--- src/rtl/turf_trigger_arbiter_pkg.sv ---
// Shared types for the TURF trigger arbiter: FSM state encoding and index-width helper.
// No logic; no latency or backpressure of its own.
package turf_trigger_arbiter_pkg;

  typedef enum logic [1:0] {
    ST_IDLE    = 2'd0,
    ST_ISSUE   = 2'd1,
    ST_HOLDOFF = 2'd2
  } state_t;

  // Index width that never collapses to zero for single-entry vectors.
  function automatic int idx_w(input int n);
    return (n > 1) ? $clog2(n) : 1;
  endfunction

endpackage

--- src/rtl/turf_trigger_arbiter_conditioner.sv ---
// Per-source edge detect, enable gate and prescaler feeding a one-deep pending flag.
// Pending is set one cycle after the edge; a forwarded edge that finds pending already set is dropped.
module turf_trigger_arbiter_conditioner #(
  parameter int PRESCALE_W = 8
) (
  input  logic                  clk_i,
  input  logic                  rst_i,
  input  logic                  trig_i,
  input  logic                  en_i,
  input  logic [PRESCALE_W-1:0] prescale_i,
  input  logic                  grant_i,
  output logic                  pending_o,
  output logic                  drop_o
);

  logic                  trig_q;
  logic [PRESCALE_W-1:0] cnt_q, cnt_d;
  logic                  pending_q, pending_d;
  logic                  edge_s, fwd_s;

  assign edge_s = trig_i & ~trig_q & en_i;
  assign fwd_s  = edge_s & (cnt_q == prescale_i);

  always_comb begin
    cnt_d = cnt_q;
    if (!en_i)       cnt_d = '0;
    else if (fwd_s)  cnt_d = '0;
    else if (edge_s) cnt_d = cnt_q + PRESCALE_W'(1);
  end

  // A grant in the same cycle frees the slot, so a coincident edge replaces it rather than dropping.
  assign pending_d = en_i & ((pending_q & ~grant_i) | fwd_s);
  assign drop_o    = en_i & fwd_s & pending_q & ~grant_i;
  assign pending_o = pending_q;

  always_ff @(posedge clk_i) begin
    if (rst_i) begin
      trig_q    <= 1'b0;
      cnt_q     <= '0;
      pending_q <= 1'b0;
    end else begin
      trig_q    <= trig_i;
      cnt_q     <= cnt_d;
      pending_q <= pending_d;
    end
  end

endmodule

--- src/rtl/turf_trigger_arbiter.sv ---
// Merges conditioned trigger sources, allocates SURF buffers in ring order and issues {epoch,count} records.
// Edge-to-valid is two cycles; record held stable until trig_ready_i, then HOLDOFF dead cycles.
module turf_trigger_arbiter
  import turf_trigger_arbiter_pkg::*;
#(
  parameter int NUM_SOURCES = 8,
  parameter int NUM_BUFFERS = 4,
  parameter int EVID_WIDTH  = 32,
  parameter int EPOCH_WIDTH = 12,
  parameter int PRESCALE_W  = 8,
  parameter int HOLDOFF     = 16,
  parameter int LOST_W      = 16,
  localparam int SW = idx_w(NUM_SOURCES),
  localparam int BW = idx_w(NUM_BUFFERS)
) (
  input  logic                              clk_i,
  input  logic                              rst_i,
  input  logic [NUM_SOURCES-1:0]            trig_i,
  input  logic [NUM_SOURCES-1:0]            en_i,
  input  logic [NUM_SOURCES*PRESCALE_W-1:0] prescale_i,
  input  logic                              disable_i,
  input  logic [EPOCH_WIDTH-1:0]            epoch_i,
  input  logic                              evid_reset_i,
  input  logic                              clr_evt_i,
  input  logic [BW-1:0]                     clr_buf_i,
  output logic [NUM_BUFFERS-1:0]            hold_o,
  output logic                              trig_valid_o,
  input  logic                              trig_ready_i,
  output logic [SW-1:0]                     trig_src_o,
  output logic [BW-1:0]                     trig_buf_o,
  output logic [EVID_WIDTH-1:0]             evid_o,
  output logic [EVID_WIDTH-1:0]             next_id_o,
  output logic                              full_o,
  output logic [LOST_W-1:0]                 lost_o
);

  localparam int CW = EVID_WIDTH - EPOCH_WIDTH;
  localparam int HW = idx_w(HOLDOFF);
  localparam int DW = idx_w(NUM_SOURCES + 1);
  localparam logic [HW-1:0] HO_LAST = HW'((HOLDOFF > 0) ? HOLDOFF - 1 : 0);

  state_t                 state_q, state_d;
  logic [BW-1:0]          wr_ptr_q, wr_ptr_d;
  logic [CW-1:0]          cnt_q, cnt_d;
  logic [NUM_BUFFERS-1:0] hold_q, hold_d;
  logic [SW-1:0]          src_q, src_d;
  logic [BW-1:0]          buf_q, buf_d;
  logic [EVID_WIDTH-1:0]  evid_q, evid_d;
  logic [HW-1:0]          hcnt_q, hcnt_d;
  logic                   evr_q, evr_d;
  logic [LOST_W-1:0]      lost_q, lost_d;

  logic [NUM_SOURCES-1:0] pending, drop, grant;
  logic [SW-1:0]          sel;
  logic [DW-1:0]          ndrop;
  logic [LOST_W:0]        lost_sum;
  logic                   clr_same, alloc;

  for (genvar s = 0; s < NUM_SOURCES; s++) begin : g_cond
    turf_trigger_arbiter_conditioner #(.PRESCALE_W(PRESCALE_W)) u_cond (
      .clk_i      (clk_i),
      .rst_i      (rst_i),
      .trig_i     (trig_i[s]),
      .en_i       (en_i[s]),
      .prescale_i (prescale_i[s*PRESCALE_W +: PRESCALE_W]),
      .grant_i    (grant[s]),
      .pending_o  (pending[s]),
      .drop_o     (drop[s])
    );
  end

  always_comb begin
    sel = '0;
    for (int s = NUM_SOURCES - 1; s >= 0; s--) begin
      if (pending[s]) sel = SW'(s);
    end
  end

  always_comb begin
    ndrop = '0;
    for (int s = 0; s < NUM_SOURCES; s++) ndrop = ndrop + DW'(drop[s]);
  end

  assign lost_sum = {1'b0, lost_q} + (LOST_W + 1)'(ndrop);
  assign lost_d   = lost_sum[LOST_W] ? '1 : lost_sum[LOST_W-1:0];

  // Only the ring head is allocatable; a release aimed at it this cycle defers allocation by one cycle.
  assign full_o   = hold_q[wr_ptr_q];
  assign clr_same = clr_evt_i && (clr_buf_i == wr_ptr_q);
  assign alloc    = (state_q == ST_IDLE) && (|pending) && !disable_i && !full_o && !clr_same;
  assign grant    = alloc ? (NUM_SOURCES'(1) << sel) : '0;

  always_comb begin
    state_d  = state_q;
    wr_ptr_d = wr_ptr_q;
    cnt_d    = cnt_q;
    hold_d   = hold_q;
    src_d    = src_q;
    buf_d    = buf_q;
    evid_d   = evid_q;
    hcnt_d   = hcnt_q;
    evr_d    = evr_q;
    if (clr_evt_i) hold_d[clr_buf_i] = 1'b0;
    case (state_q)
      ST_IDLE: begin
        if (alloc) begin
          hold_d[wr_ptr_q] = 1'b1;
          src_d   = sel;
          buf_d   = wr_ptr_q;
          evid_d  = {epoch_i, cnt_q};
          evr_d   = evid_reset_i;
          state_d = ST_ISSUE;
        end
      end
      ST_ISSUE: begin
        if (evid_reset_i) evr_d = 1'b1;
        if (trig_ready_i) begin
          wr_ptr_d = wr_ptr_q + BW'(1);
          // An ID reset seen during this record means the count already restarted at 0 for the next one.
          if (!evr_q && !evid_reset_i) cnt_d = cnt_q + CW'(1);
          evr_d   = 1'b0;
          hcnt_d  = '0;
          state_d = (HOLDOFF == 0) ? ST_IDLE : ST_HOLDOFF;
        end
      end
      ST_HOLDOFF: begin
        if (hcnt_q == HO_LAST) state_d = ST_IDLE;
        else                   hcnt_d  = hcnt_q + HW'(1);
      end
      default: state_d = ST_IDLE;
    endcase
    if (evid_reset_i) cnt_d = '0;
  end

  always_ff @(posedge clk_i) begin
    if (rst_i) begin
      state_q  <= ST_IDLE;
      wr_ptr_q <= '0;
      cnt_q    <= '0;
      hold_q   <= '0;
      src_q    <= '0;
      buf_q    <= '0;
      evid_q   <= '0;
      hcnt_q   <= '0;
      evr_q    <= 1'b0;
      lost_q   <= '0;
    end else begin
      state_q  <= state_d;
      wr_ptr_q <= wr_ptr_d;
      cnt_q    <= cnt_d;
      hold_q   <= hold_d;
      src_q    <= src_d;
      buf_q    <= buf_d;
      evid_q   <= evid_d;
      hcnt_q   <= hcnt_d;
      evr_q    <= evr_d;
      lost_q   <= lost_d;
    end
  end

  assign hold_o       = hold_q;
  assign trig_valid_o = (state_q == ST_ISSUE);
  assign trig_src_o   = src_q;
  assign trig_buf_o   = buf_q;
  assign evid_o       = evid_q;
  assign next_id_o    = {epoch_i, cnt_q};
  assign lost_o       = lost_q;

endmodule
--- config.mk ---
export PLATFORM = sky130hd
export DESIGN_NAME = turf_trigger_arbiter
export DESIGN_NICKNAME = d
export VERILOG_FILES = /design/src/rtl/turf_trigger_arbiter_pkg.sv /design/src/rtl/turf_trigger_arbiter_conditioner.sv /design/src/rtl/turf_trigger_arbiter.sv
export SDC_FILE = /design/constraint.sdc
export NUM_CORES = 1
export LEC_CHECK = 0
export CORE_MARGIN = 8
export CORE_UTILIZATION = 40
export CTS_CLUSTER_SIZE = 40
export DETAILED_ROUTE_END_ITERATION = 10
export PLACE_DENSITY = 0.64
export SLEW_MARGIN = 30
export SYNTH_ARGS = -nofsm -noshare
export SYNTH_HDL_FRONTEND = slang
export SYNTH_SLANG_ARGS = --single-unit
--- constraint.sdc ---
create_clock -name clk_i -period 7.2 [get_ports clk_i]
set_input_delay 1.8 -clock clk_i [delete_from_list [all_inputs] [get_ports clk_i]]
set_output_delay 1.8 -clock clk_i [all_outputs]
set_load 0.05 [all_outputs]
==> metrics.cfg <==
[outcome]
status = finished, final reports clean

[synthesis]
synthDistinctLibCells = 45
synth_edf_count = 0
yosys_warnings = 0
synthCells = 933
synth_nets = 1058
synth_ff_type = dfxtp_1
syn_area_per_cell_sq_um = 8.54
synthArstFlopShare_pct = 0
netlist_area_sq_mm = 0.00797
ys_seq_area_share_pct = 41.7
synth-seq-cells = 166

[placed_design]
dpl_cell_area_sq_mm = 0.00997
numPortBuffers = 190
place_ws_ns = 0.0693
dpl.hpwl_microns = 14900
place_congestion = 0.842

[clocking]
cts_tree = built
cts_buffers = 17
cts.sinks = 166
ctsRootBufferMaster = clkbuf_16
cts_resized = 0
clockBufferDepth = 2
cts_hold_buf = 0
clk_latency_ns = 0.42
cts.clk_slew.worst_paths_ns = 0.07
postCtsSetupBuffers = 0
htree_levels = 4

[setup_path]
cpMaxStageDelayCell = or4b_1
slowest_delay_ns = 0.77
cp_common_cell = fa_1
path_cells = clkdlybuf4s50_1, or3_1, a311oi_4, nand2_1, o21ai_1, nor2_1, fa_1, inv_1, fa_1, inv_1, fa_1, inv_1, fa_1, inv_1, fa_1, a21o_1, a21oi_1, or4b_1, o21a_1, nor2_1
cp_data_arrival_time_ns = 7.04
worstPathMaxFanout = 13
start_kind = primary input
crit_type = primary input to flip-flop
setup.worst_path.end_class = flip-flop
worstPathRequired_ns = 7.55

[detailed_routing]
ant_nets = 0
vias = 6739
drtPass1Iterations = 5
drc_errors = 0
drt-initial-drc-count = 292
wl_per_cell_microns = 14.7
postRouteWirelength_microns = 20300
routed_via_density = 4.90

[timing]
fin_crit_ns = 6.69
hold_viol = 0
worst_slew_pin_slew_ns = 0.927
tns_ns = 0
timing.final.ws_setup_ns = 0.511
relSlewSlack_pct = 38.2
rsz0062_at_grt = no
max_freq_ghz = 0.149
slew_viol_final = 0
finalSetupViolations = 0
hold_slack_ns = 0.454
fin_crit_sh_pct = 92.9
finClkSkew_ns = 0.00728

[power]
p_switching_uw = 453
power.density_mw_per_mm2 = 184
comb_power_share_pct = 7.1
p_clk_share_pct = 45.1
internal-power_mw = 1.48
total_power_mw = 1.94
swShare_pct = 23.4
ir_drop_mv = 0.141
pwr-share-seq_pct = 47.8
p_leak_nw = 3.77

[global_routing]
first_global_vias = 6495
grt_max_degree = 85
grt_first_pass_wirelength_microns = 32900
grt_use_total_pct = 16.4
overflow = 0
antenna_found_initial = 1

[floorplan]
die_w_microns = 157
dieArea_sq_mm = 0.0247
core_area_sq_mm = 0.0195
io_pins = 191
rows = 51
chipHeight_microns = 157
initial_utilization_pct = 40.8

[cells_and_area]
drive_gt1_share_pct = 4.05
layout_common_cells = clkdlybuf4s50_1 (189), dfxtp_1 (166), nand2_1 (134)
final_area_sq_mm = 0.0105
fill_cells = 1893
num_antenna_cells = 0
final_common_cell = clkdlybuf4s50_1
nNetsFinal = 1224
syn2layout_area_growth_pct = 32.2

[worst_hold_path]
worst_hold_path_type = flip-flop to flip-flop

[flow_run]
maxCapViolCount = 0

-- through the flow --
stage / util [%] / cells
6_report: 53.9 / 1376
5_1_grt: 53.9 / 1376
4_1_cts: 53.9 / 1376
3_5_place_dp: 51.1 / 1345
3_3_place_gp: 51.1 / 1345
2_1_floorplan: - / 933
-- power by group through the flow --
stage | logic (mW) | clock network, mW | registers (mW)
5_1_grt | 0.148 | 0.941 | 0.926
3_3_place_gp | 0.137 | 0 | 0.947
6_report | 0.137 | 0.874 | 0.926
3_5_place_dp | 0.137 | 0 | 0.947
4_1_cts | 0.139 | 0.898 | 0.926
2_1_floorplan | 0.0643 | 0 | 0.946
-- per-layer routing --
metal	up-vias	part of all wire, %	track usage [%]
li1	3453	-	-
met1	3141	47	20.9
met2	131	47	27.3
met3	12	5.3	4.50
met4	2	0.75	3.85
met5	-	0.044	0
-- registers in the layout, summed over array words and instances (netlist names) --
| register | count |
|---|---|
| hcnt_q | 4 |
| lost_o | 16 |
| cnt_q | 20 |
| evid_o | 32 |
| g_cond.u_cond.trig_q | 8 |
| state_q | 2 |
| evr_q | 1 |
| wr_ptr_q | 2 |
| trig_buf_o | 2 |
| trig_src_o | 3 |
| g_cond.u_cond.cnt_q | 64 |
| hold_o | 4 |
| g_cond.u_cond.pending_o | 8 |
-- critical path, delay by kind of cell --
family / cells / cell delay (ns)
AO/OA/AOI/OAI: 5 / 0.89
adder cells (fa/ha/maj): 5 / 2.21
buffers and inverters: 5 / 0.64
AND/OR/NAND/NOR: 5 / 1.50
-- layout make-up --
| type | instances | area (sq um) | share of cell area (%) |
|---|---|---|---|
| multi-input cells | 703 | 4320 | 41.0 |
| flip-flops and latches | 166 | 3320 | 31.6 |
| repair buffers | 194 | 1930 | 18.3 |
| clock buffers | 18 | 439 | 4.17 |
| well taps | 265 | 332 | 3.15 |
| clock inverters | 13 | 125 | 1.19 |
| inverters | 17 | 63.8 | 0.606 |
-- kinds of logic after synthesis --
| logic type | count (synthesis) | synth area share (%) |
|---|---|---|
| and+or+nand+nor | 410 | 24.5 |
| DFF | 166 | 41.7 |
| xor gates and xnor gates | 151 | 16.6 |
| AOI/OAI and AO/OA | 115 | 8.37 |
| buffers and inverters | 64 | 4.04 |
| adders and majority gates | 25 | 4.40 |
| muxes | 2 | 0.408 |
-- synthesized netlist by cell type, drive strengths merged (3+ instances only) --
cell type / n / share of area [%]
dfxtp: 166 / 42
nand2: 134 / 6.3
xor2: 104 / 11
nor2: 102 / 4.8
a21oi: 77 / 4.8
xnor2: 47 / 5.2
nand4: 30 / 2.4
clkbuf: 27 / 1.3
nand3: 26 / 1.6
nor3: 25 / 1.6
buf: 20 / 2.0
ha: 20 / 3.1
nand2b: 19 / 1.5
inv: 17 / 0.80
and3: 14 / 1.1
nor4: 14 / 1.1
nor2b: 13 / 1.0
o21ai: 13 / 0.82
nand3b: 10 / 0.94
or2: 6 / 0.47
and4: 5 / 0.55
fa: 5 / 1.3
o31ai: 5 / 0.47
or3: 5 / 0.39
a211oi: 3 / 0.28
and3b: 3 / 0.33
o21a: 3 / 0.28
-- final timing paths --
kind	end	slack (ns)	start	cells past startpoint
min reg2reg	evid_o[1]	0.45	evid_o[1]	2
max reg2reg	lost_o[3]	1.61	wr_ptr_q[0]	19
max	lost_o[3]	0.51	disable_i	20
min	evid_o[1]	0.45	evid_o[1]	2
Note: power is estimated with default switching activity, not from simulation.
